--- config.mk ---
export PLATFORM = sky130hd
export DESIGN_NAME = data_sram_arbiter
export DESIGN_NICKNAME = d
export VERILOG_FILES = /design/src/rtl/data_sram_arbiter_pkg.sv /design/src/rtl/data_sram_arbiter_rr_arb2.sv /design/src/rtl/data_sram_arbiter.sv
export SDC_FILE = /design/constraint.sdc
export NUM_CORES = 1
export LEC_CHECK = 0
export ABC_AREA = 1
export CORE_AREA = 2 2 109 111
export DETAILED_ROUTE_END_ITERATION = 16
export DIE_AREA = 0 0 111 113
export GPL_ROUTABILITY_DRIVEN = 0
export PLACE_DENSITY = 0.8
export SLEW_MARGIN = 10
export SYNTH_ARGS = -nofsm -noshare
export SYNTH_HDL_FRONTEND = slang
export SYNTH_HIERARCHICAL = 1
export SYNTH_SLANG_ARGS = --single-unit
--- constraint.sdc ---
create_clock -name clk -period 3 [get_ports clk]
set_clock_uncertainty 0.15 [all_clocks]
set_input_delay 0.3 -clock clk [delete_from_list [all_inputs] [get_ports clk]]
set_output_delay 0.3 -clock clk [all_outputs]
set_load 0.005 [all_outputs]
--- src/rtl/data_sram_arbiter_pkg.sv ---
// Shared data-SRAM definitions: port widths and the request payload packed by the execute stage.
package data_sram_arbiter_pkg;

  localparam int unsigned SRAM_ADDR_W = 32;
  localparam int unsigned SRAM_DATA_W = 32;
  localparam int unsigned SRAM_BE_W   = SRAM_DATA_W / 8;

  // One SRAM access: all-zero we means read.
  typedef struct packed {
    logic [SRAM_BE_W-1:0]   we;
    logic [SRAM_ADDR_W-1:0] addr;
    logic [SRAM_DATA_W-1:0] wdata;
  } sram_req_t;

endpackage

--- src/rtl/data_sram_arbiter_rr_arb2.sv ---
// Two-way arbiter: round-robin on rr_ptr when RR_EN != 0, else port 0 has fixed priority.
module data_sram_arbiter_rr_arb2 #(
  parameter int unsigned RR_EN = 1
) (
  input  logic       clk,
  input  logic       resetn,
  input  logic [1:0] req_i,
  output logic [1:0] gnt_c
);

  logic rr_ptr_q;
  logic rr_ptr_d;

  // Pick a winner; after any grant the pointer moves to the other port.
  always_comb begin
    gnt_c    = 2'b00;
    rr_ptr_d = rr_ptr_q;
    if (req_i == 2'b11) begin
      gnt_c = ((RR_EN != 0) && rr_ptr_q) ? 2'b10 : 2'b01;
    end else begin
      gnt_c = req_i;
    end
    if (gnt_c[0]) begin
      rr_ptr_d = 1'b1;
    end else if (gnt_c[1]) begin
      rr_ptr_d = 1'b0;
    end
  end

  // Round-robin pointer register.
  always_ff @(posedge clk or negedge resetn) begin
    if (!resetn) begin
      rr_ptr_q <= 1'b0;
    end else begin
      rr_ptr_q <= rr_ptr_d;
    end
  end

endmodule

--- src/rtl/data_sram_arbiter.sv ---
// Shares the data SRAM between the pipeline (port 0) and an auxiliary master (port 1),
// returning 1-cycle read data to the owner with a one-entry hold for backpressure.
module data_sram_arbiter
  import data_sram_arbiter_pkg::*;
#(
  parameter int unsigned ADDR_W = SRAM_ADDR_W,
  parameter int unsigned DATA_W = SRAM_DATA_W,
  parameter int unsigned RR_EN  = 1
) (
  input  logic                       clk,
  input  logic                       resetn,
  input  logic [1:0]                 req_valid,
  output logic [1:0]                 req_ready,
  input  logic [1:0][DATA_W/8-1:0]   req_we,
  input  logic [1:0][ADDR_W-1:0]     req_addr,
  input  logic [1:0][DATA_W-1:0]     req_wdata,
  output logic [1:0]                 resp_valid,
  input  logic [1:0]                 resp_ready,
  output logic [DATA_W-1:0]          resp_rdata,
  output logic                       data_sram_en,
  output logic [DATA_W/8-1:0]        data_sram_wen,
  output logic [ADDR_W-1:0]          data_sram_addr,
  output logic [DATA_W-1:0]          data_sram_wdata,
  input  logic [DATA_W-1:0]          data_sram_rdata
);

  localparam int unsigned BE_W = DATA_W / 8;

  logic              inflight_q, inflight_d;
  logic              inflight_id_q, inflight_id_d;
  logic              hold_v_q, hold_v_d;
  logic              hold_id_q, hold_id_d;
  logic [DATA_W-1:0] hold_data_q, hold_data_d;

  logic [1:0] is_wr;
  logic [1:0] elig;
  logic [1:0] gnt;
  logic       read_ok;
  logic       sel;
  logic       rd_issue;

  // A read may issue only if next cycle's response slot will be free.
  always_comb begin
    read_ok = 1'b0;
    if (!inflight_q && !hold_v_q) begin
      read_ok = 1'b1;
    end else if (inflight_q && resp_ready[inflight_id_q]) begin
      read_ok = 1'b1;
    end else if (hold_v_q && !inflight_q && resp_ready[hold_id_q]) begin
      read_ok = 1'b1;
    end
  end

  // Writes are always eligible; nothing is eligible while reset is held.
  always_comb begin
    is_wr[0] = |req_we[0];
    is_wr[1] = |req_we[1];
    elig     = req_valid & (is_wr | {2{read_ok}}) & {2{resetn}};
  end

  data_sram_arbiter_rr_arb2 #(
    .RR_EN (RR_EN)
  ) u_arb (
    .clk    (clk),
    .resetn (resetn),
    .req_i  (elig),
    .gnt_c  (gnt)
  );

  // Drive the SRAM from the winner; all-zero when idle.
  always_comb begin
    req_ready       = gnt;
    sel             = gnt[1];
    data_sram_en    = |gnt;
    data_sram_wen   = '0;
    data_sram_addr  = '0;
    data_sram_wdata = '0;
    if (data_sram_en) begin
      data_sram_wen   = req_we[sel];
      data_sram_addr  = req_addr[sel];
      data_sram_wdata = req_wdata[sel];
    end
    rd_issue = data_sram_en && !is_wr[sel];
  end

  // Response mux: held data takes the slot, else bypass the SRAM read data.
  always_comb begin
    resp_valid = 2'b00;
    resp_rdata = '0;
    if (hold_v_q) begin
      resp_valid[hold_id_q] = 1'b1;
      resp_rdata            = hold_data_q;
    end else if (inflight_q) begin
      resp_valid[inflight_id_q] = 1'b1;
      resp_rdata                = data_sram_rdata;
    end
  end

  // Next-state for the inflight tracker and the hold register.
  always_comb begin
    inflight_d    = rd_issue;
    inflight_id_d = rd_issue ? sel : inflight_id_q;
    hold_v_d      = hold_v_q;
    hold_id_d     = hold_id_q;
    hold_data_d   = hold_data_q;
    if (hold_v_q && resp_ready[hold_id_q]) begin
      hold_v_d = 1'b0;
    end
    if (inflight_q && !resp_ready[inflight_id_q]) begin
      hold_v_d    = 1'b1;
      hold_id_d   = inflight_id_q;
      hold_data_d = data_sram_rdata;
    end
  end

  // Response-path state registers.
  always_ff @(posedge clk or negedge resetn) begin
    if (!resetn) begin
      inflight_q    <= 1'b0;
      inflight_id_q <= 1'b0;
      hold_v_q      <= 1'b0;
      hold_id_q     <= 1'b0;
      hold_data_q   <= '0;
    end else begin
      inflight_q    <= inflight_d;
      inflight_id_q <= inflight_id_d;
      hold_v_q      <= hold_v_d;
      hold_id_q     <= hold_id_d;
      hold_data_q   <= hold_data_d;
    end
  end

  logic unused_be;
  assign unused_be = ^BE_W;

endmodule

==> results of run 1 <==
[timing repair]
action / 4_1_cts / 5_1_grt
gates cloned: 2 / 2
endpoints found under the setup margin: 68 / 44
hold buffers: 1 / 0
hold endpoints to repair: 24 / 0
setup buffers: 4 / 10
gates resized for setup: 57 / 36
pin swaps: 2 / 5
[registers in the layout (all words and copies together) (netlist names)]
signal / count
hold_id_q: 1
hold_data_q: 32
u_arb/rr_ptr_q: 1
hold_v_q: 1
inflight_id_q: 1
inflight_q: 1
[how the worst max path moves through the flow]
stage / to / cells after the start / slack, ps / startpoint
floorplan: data_sram_addr[12] / 14 / 620 / hold_v_q
global placement: data_sram_addr[27] / 14 / -60 / resp_ready[1]
detailed placement: data_sram_wdata[26] / 14 / -200 / resp_ready[1]
CTS: data_sram_addr[12] / 16 / -100 / resp_ready[0]
global route: data_sram_addr[8] / 13 / -60 / inflight_id_q
finish: data_sram_addr[8] / 11 / 50 / req_we[4]
[synth_stat cells]
| master | number |
|---|---|
| a22o_1 | 64 |
| nand2_1 | 43 |
| inv_1 | 42 |
| o21ai_0 | 38 |
| dfrtp_1 | 37 |
| nand3_1 | 36 |
| o21ai_2 | 21 |
| clkbuf_1 | 14 |
| o21ai_1 | 11 |
| nand2_2 | 9 |
| buf_2 | 8 |
| buf_6 | 7 |
| nor2_1 | 6 |
| inv_2 | 4 |
| o22ai_1 | 4 |
| buf_4 | 3 |
| a21oi_1 | 1 |
| clkbuf_2 | 1 |
| clkinv_1 | 1 |
| nand4_1 | 1 |
| nor2_4 | 1 |
| o32ai_1 | 1 |
| or2_2 | 1 |
[cells by family after synthesis]
logic type	after synthesis
AOI/OAI and AO/OA	140
and+or+nand+nor	97
buffers and inverters	80
DFF	37
[stage by stage]
step / util, % / cells / hold slack, ps / instance area [um^2]
floorplan: - / 354 / -146 / 2770
global placement: 50.2 / 756 / 286 / 5660
detailed placement: 50.2 / 756 / 297 / 5660
CTS: 52.2 / 771 / 242 / 5890
global route: 54.1 / 783 / 278 / 6100
finish: 54.1 / 784 / 251 / 6100
[layout make-up]
cell class	count	area, um^2	area share (%)
Timing Repair Buffer	311	3160	51.7
Multi-Input combinational cell	237	1500	24.6
Sequential cell	37	926	15.2
Inverter	47	189	3.10
Tap cell	143	179	2.93
Clock buffer	5	125	2.05
Clock inverter	3	21.3	0.349
Antenna cell	1	2.50	0.0410
[per-layer routing]
metal / routed length [um] / part of all wire [%] / track usage [%]
met1: 5760 / 41 / 24.6
met2: 7080 / 50 / 36.3
met3: 992 / 7.1 / 5.84
met4: 228 / 1.6 / 5.00
met5: 0 / 0 / 0
[report_power, final]
part | leakage (uW) | internal [uW] | switching [uW]
Combinational | 0.00240 | 597 | 432
Clock | 0.0000702 | 309 | 204
Sequential | 0.000455 | 670 | 57.4
Total | 0.00293 | 1580 | 694
[placed cells by master (no fill, tap or decap), types with 2 or more instances in the layout]
cell and instances:
o21ai_0 38, buf_12 4, inv_2 4, clkbuf_16 7
o22ai_1 4, nor2_2 2, dlymetal6s2s_1 20, nand2_2 9
clkdlybuf4s50_1 208, o21ai_1 11, dfrtp_1 37, nand2_1 41
buf_4 22, clkdlybuf4s15_1 3, buf_8 2, nand2_4 2
inv_1 41, dlygate4sd2_1 45, o21ai_2 21, nor2_1 4
buf_16 2, a22o_1 64, nand3_1 35
==> run summary, run 1 <==
outcome: finished, final reports clean
synthesis-to-finish area growth: 120%
fillcell total: 1042
Starting Density: 24.6%
CTS Sinks: 37
RSZ-0062 raised after global routing: true
drt drc: 0
Leak: 0.00293 uW
worst path cell trace: clkdlybuf4s50_1 > inv_1 > nand4_1 > nor2_1 > nor2_2 > nand2_1 > nand2_4 > buf_4 > buf_12 > a22o_1 > clkdlybuf4s50_1
DP Worst Slack: -197 ps
vias in the first global route: 3812
endpoints failing setup: 0
fin worst setup slack: 53.9 ps
Core Box Area: 11300 um^2
dpl hpwl: 10900 um
multiplexer area fraction after synthesis: 0%
reg-to-reg slack, setup: 900 ps
Worst-path clk slew: 60 ps
Routed wire per std cell: 17.9 um
Hold Crit Class: input port to flip-flop
Rel. slew slack: 63.1%
largest net degree at the start of global routing: 69
area of the mapped netlist: 2770 um^2
setup TNS: 0 ps
initial antenna violation count: 0
die area: 12500 um^2
root buffer cell: clkbuf_16
crit path launch type: input port
critical path endpoint category: output pin
CP peak stage delay: 500 ps
worst r2r src: inflight_id_q
Max Cap Viol: 0
CP arrival: 2500 ps
worst slew pin tran: 553 ps
biggest area consumer among synthesized cells: dfrtp_1
synthesized area per cell: 7.84 um^2
TritonCTS buffer count: 5
hold path depth: 2
Compound-Gate Fraction of Synth Area: 37.1%
post-synth top area share: 33.4%
Hold Violations, Final: 0
XOR/XNOR Fraction of Synth Area: 0%
Max clock buf depth: 2
Reg2Reg Depth: 16
Yosys warning count: 6
Clock Latency Late Sink: 280 ps
final wirelength: 14100 um
Max Clk Rate: 339 MHz
total global-route track usage: 20.5%
CP dominant cell by count: clkdlybuf4s50_1
Crit path max-delay family: buffers and inverters
WS Path Type: input port to output pin
grt ovf: 0
net count after synthesis: 528
port bufs: 278
max-slew violations: 0
Post-Synth Simple-Gate Area: 16.0%
Cells after Synth: 354
Synth Register Bits: 37
post-layout minimum cycle time: 2950 ps
Die Ht: 113 um
via/cell ratio: 4.79
CP required: 2550 ps
drt initial violations: 234
Slowest-stage cell, CP: clkdlybuf4s50_1
worst min-delay path startpoint: resp_ready[1]
die width: 111 um
Pre-antenna DRT Iters: 4
H-tree depth: 2
Crit Path Max Fanout: 33
final period utilization: 98.2%
worst vdd ir: 212 uV
CTS tree: yes
Final ANT Viol Nets: 0
main combinational cell family by area after synthesis: compound AO/OA/AOI/OAI gates
routed vias: 3757
Crit path buffers/inverters: 5
post-synthesis adder-cell area fraction: 0%
overall power: 2270 uW
worst r2r dst: inflight_id_q
Layout Nets: 813
fraction of layout cells with a size suffix above 1: 13.3%
Hold Path Sink: hold_id_q
io pins: 279
number of distinct library cells after synthesis: 23
first-pass GRT wire length: 20300 um
PwrDens: 372 nW/um^2
most area-consuming cells after synthesis: dfrtp_1 (33%), a22o_1 (20%), o21ai_0 (6.9%)
register area share after synthesis: 33.4%
# rows: 39
No activity file was read; power rests on OpenSTA's default activity.
==> run 2: changes to the inputs <==
- MAX_ROUTING_LAYER: default -> met4
==> run summary, run 2 (synthesis results as in run 1) <==
final wirelength: 13900 um (-1.1%)
Clock Latency Late Sink: 270 ps (about the same)
io pins: 279 (unchanged)
root buffer cell: clkbuf_16
Placed Cells: 756 (unchanged)
post-layout minimum cycle time: 2990 ps (+43.3 ps)
Final ANT Viol Nets: 0 (unchanged)
CTS Sinks: 37 (unchanged)
largest net degree at the start of global routing: 69 (unchanged)
Hold Violations, Final: 0 (unchanged)
Rel. slew slack: 62.5% (-0.62 points)
die width: 111 um (unchanged)
Pre-antenna DRT Iters: 4 (unchanged)
CP required: 2550 ps (about the same)
fillcell total: 1050 (+0.77%)
max-slew violations: 0 (unchanged)
synthesis-to-finish area growth: 117%
Max clock buf depth: 2 (unchanged)
routed vias: 3719 (-1.0%)
Top reg by flops: hold_data_q
Leak: 0.00281 uW (-4.1%)
Crit Path Max Fanout: 10 (-70%)
first-pass GRT wire length: 20300 um (about the same)
initial antenna violation count: 0 (unchanged)
endpoints failing setup: 0 (unchanged)
diode count: 0 (-1)
port bufs: 278 (unchanged)
drt drc: 0 (unchanged)
grt ovf: 0 (unchanged)
vias in the first global route: 3816 (+0.10%)
outcome: finished, final reports clean
Layout Nets: 809 (-0.49%)
Max Cap Viol: 0 (unchanged)
final instance count without filler cells: 779 (-0.64%)
drt initial violations: 199 (-15%)
# rows: 39 (unchanged)
Starting Density: 24.6% (unchanged)
CP arrival: 2540 ps (+40 ps)
final period utilization: 99.6% (+1.4 points)
Die Ht: 113 um (unchanged)
dpl hpwl: 10900 um (unchanged)
number of flip-flops in the largest register: 32 (unchanged)
die area: 12500 um^2 (unchanged)
via/cell ratio: 4.77 (-0.38%)
Max Clk Rate: 335 MHz (-1.4%)
CTS tree: yes
hold path depth: 2 (unchanged)
worst slew pin tran: 562 ps (+9.27 ps)
Post-Layout Inst Area: 6030 um^2 (-1.2%)
H-tree depth: 2 (unchanged)
most common library cell in the layout ignoring fill and taps: clkdlybuf4s50_1
overall power: 2260 uW (-0.43%)
DP Area: 5660 um^2 (unchanged)
fraction of layout cells with a size suffix above 1: 13.1% (-0.23 points)
critical path endpoint category: output pin
Worst-path clk slew: 60 ps (about the same)
PwrDens: 375 nW/um^2 (+0.81%)
WS Path Type: input port to output pin
commonest non-fill, non-tap cells in the layout: clkdlybuf4s50_1 (215), a22o_1 (64), dlygate4sd2_1 (48)
Routed wire per std cell: 17.9 um (-0.42%)
RSZ-0062 raised after global routing: true
Reg2Reg Depth: 13 (-3)
total global-route track usage: 21.1% (+0.66 points)
worst vdd ir: 212 uV (about the same)
Hold Crit Class: input port to flip-flop
crit path launch type: input port
TritonCTS buffer count: 5 (unchanged)
Core Box Area: 11300 um^2 (unchanged)
==> run 2: cell types whose count changed in the layout (fill, tap and decap cells not counted), sizes merged <==
cell,before,now
clkdlybuf4s50,208,215
clkdlybuf4s15,3,0
buf,31,28
clkinv,3,2
diode,1,0
dlymetal6s2s,20,13
inv,46,47
dlygate4sd2,45,48
clkbuf,8,7
==> run 2: metrics by stage <==
stage | TNS, ps | setup WS, ps | hold WS (ps) | utilization (%)
2_1_floorplan | 0 | 617 | -146 | -
3_5_place_dp | -8420 | -197 | 297 | 50.2
6_report | 0 | 10.6 | 250 | 53.5
3_3_place_gp | -956 | -64.4 | 286 | 50.2
5_1_grt | -751 | -127 | 281 | 53.5
4_1_cts | -764 | -96.3 | 242 | 52.2
==> run 2: worst max-delay path: stages <==
cell and delay, ps:
clkdlybuf4s50_1 420, inv_1 80, nand4_1 190, nor2_2 190
nor2_2 90, a21oi_2 230, nand2_4 100, inv_8 100
buf_6 150, a22o_1 150, clkdlybuf4s50_1 520
==> run 2: worst paths after layout <==
path,slack [ps],start,to
min in group asynchronous,570,resetn,hold_data_q[31]
hold reg to reg,370,hold_data_q[5],hold_data_q[5]
setup reg to reg,1010,inflight_id_q,inflight_id_q
setup / recovery,10,req_we[4],data_sram_addr[12]
max in group asynchronous,1790,resetn,hold_v_q
hold / removal,250,resp_ready[1],hold_id_q
==> run 2: per-layer routing <==
metal / global-route usage [%] / up-vias / part of all wire [%]
met5: - / - / 0
met4: 5.00 / 0 / 1.6
met3: 5.25 / 16 / 7.0
met2: 36.2 / 175 / 50
met1: 25.2 / 1727 / 41
li1: - / 1801 / -
==> run 2: report_power, final <==
| part | leakage, uW | switching [uW] | internal (uW) |
|---|---|---|---|
| combinational | 0.00228 | 430 | 594 |
| clock | 0.0000702 | 200 | 309 |
| sequential | 0.000455 | 57.3 | 670 |
==> run 2: layout make-up <==
class	count	area, um^2	share of cell area [%]
Timing Repair Buffer	307	3080	51.2
Multi-Input combinational cell	237	1510	25.0
Sequential cell	37	926	15.4
Inverter	47	184	3.05
Tap cell	143	179	2.97
Clock buffer	5	125	2.08
Clock inverter	3	21.3	0.353
==> run 2: timing repair <==
item,CTS,global route
gates cloned,2,1
setup endpoints to repair,68,44
hold endpoints to repair,24,0
gates resized for setup,57,26
pin swaps,2,4
hold buffers,1,0
setup buffers,4,7
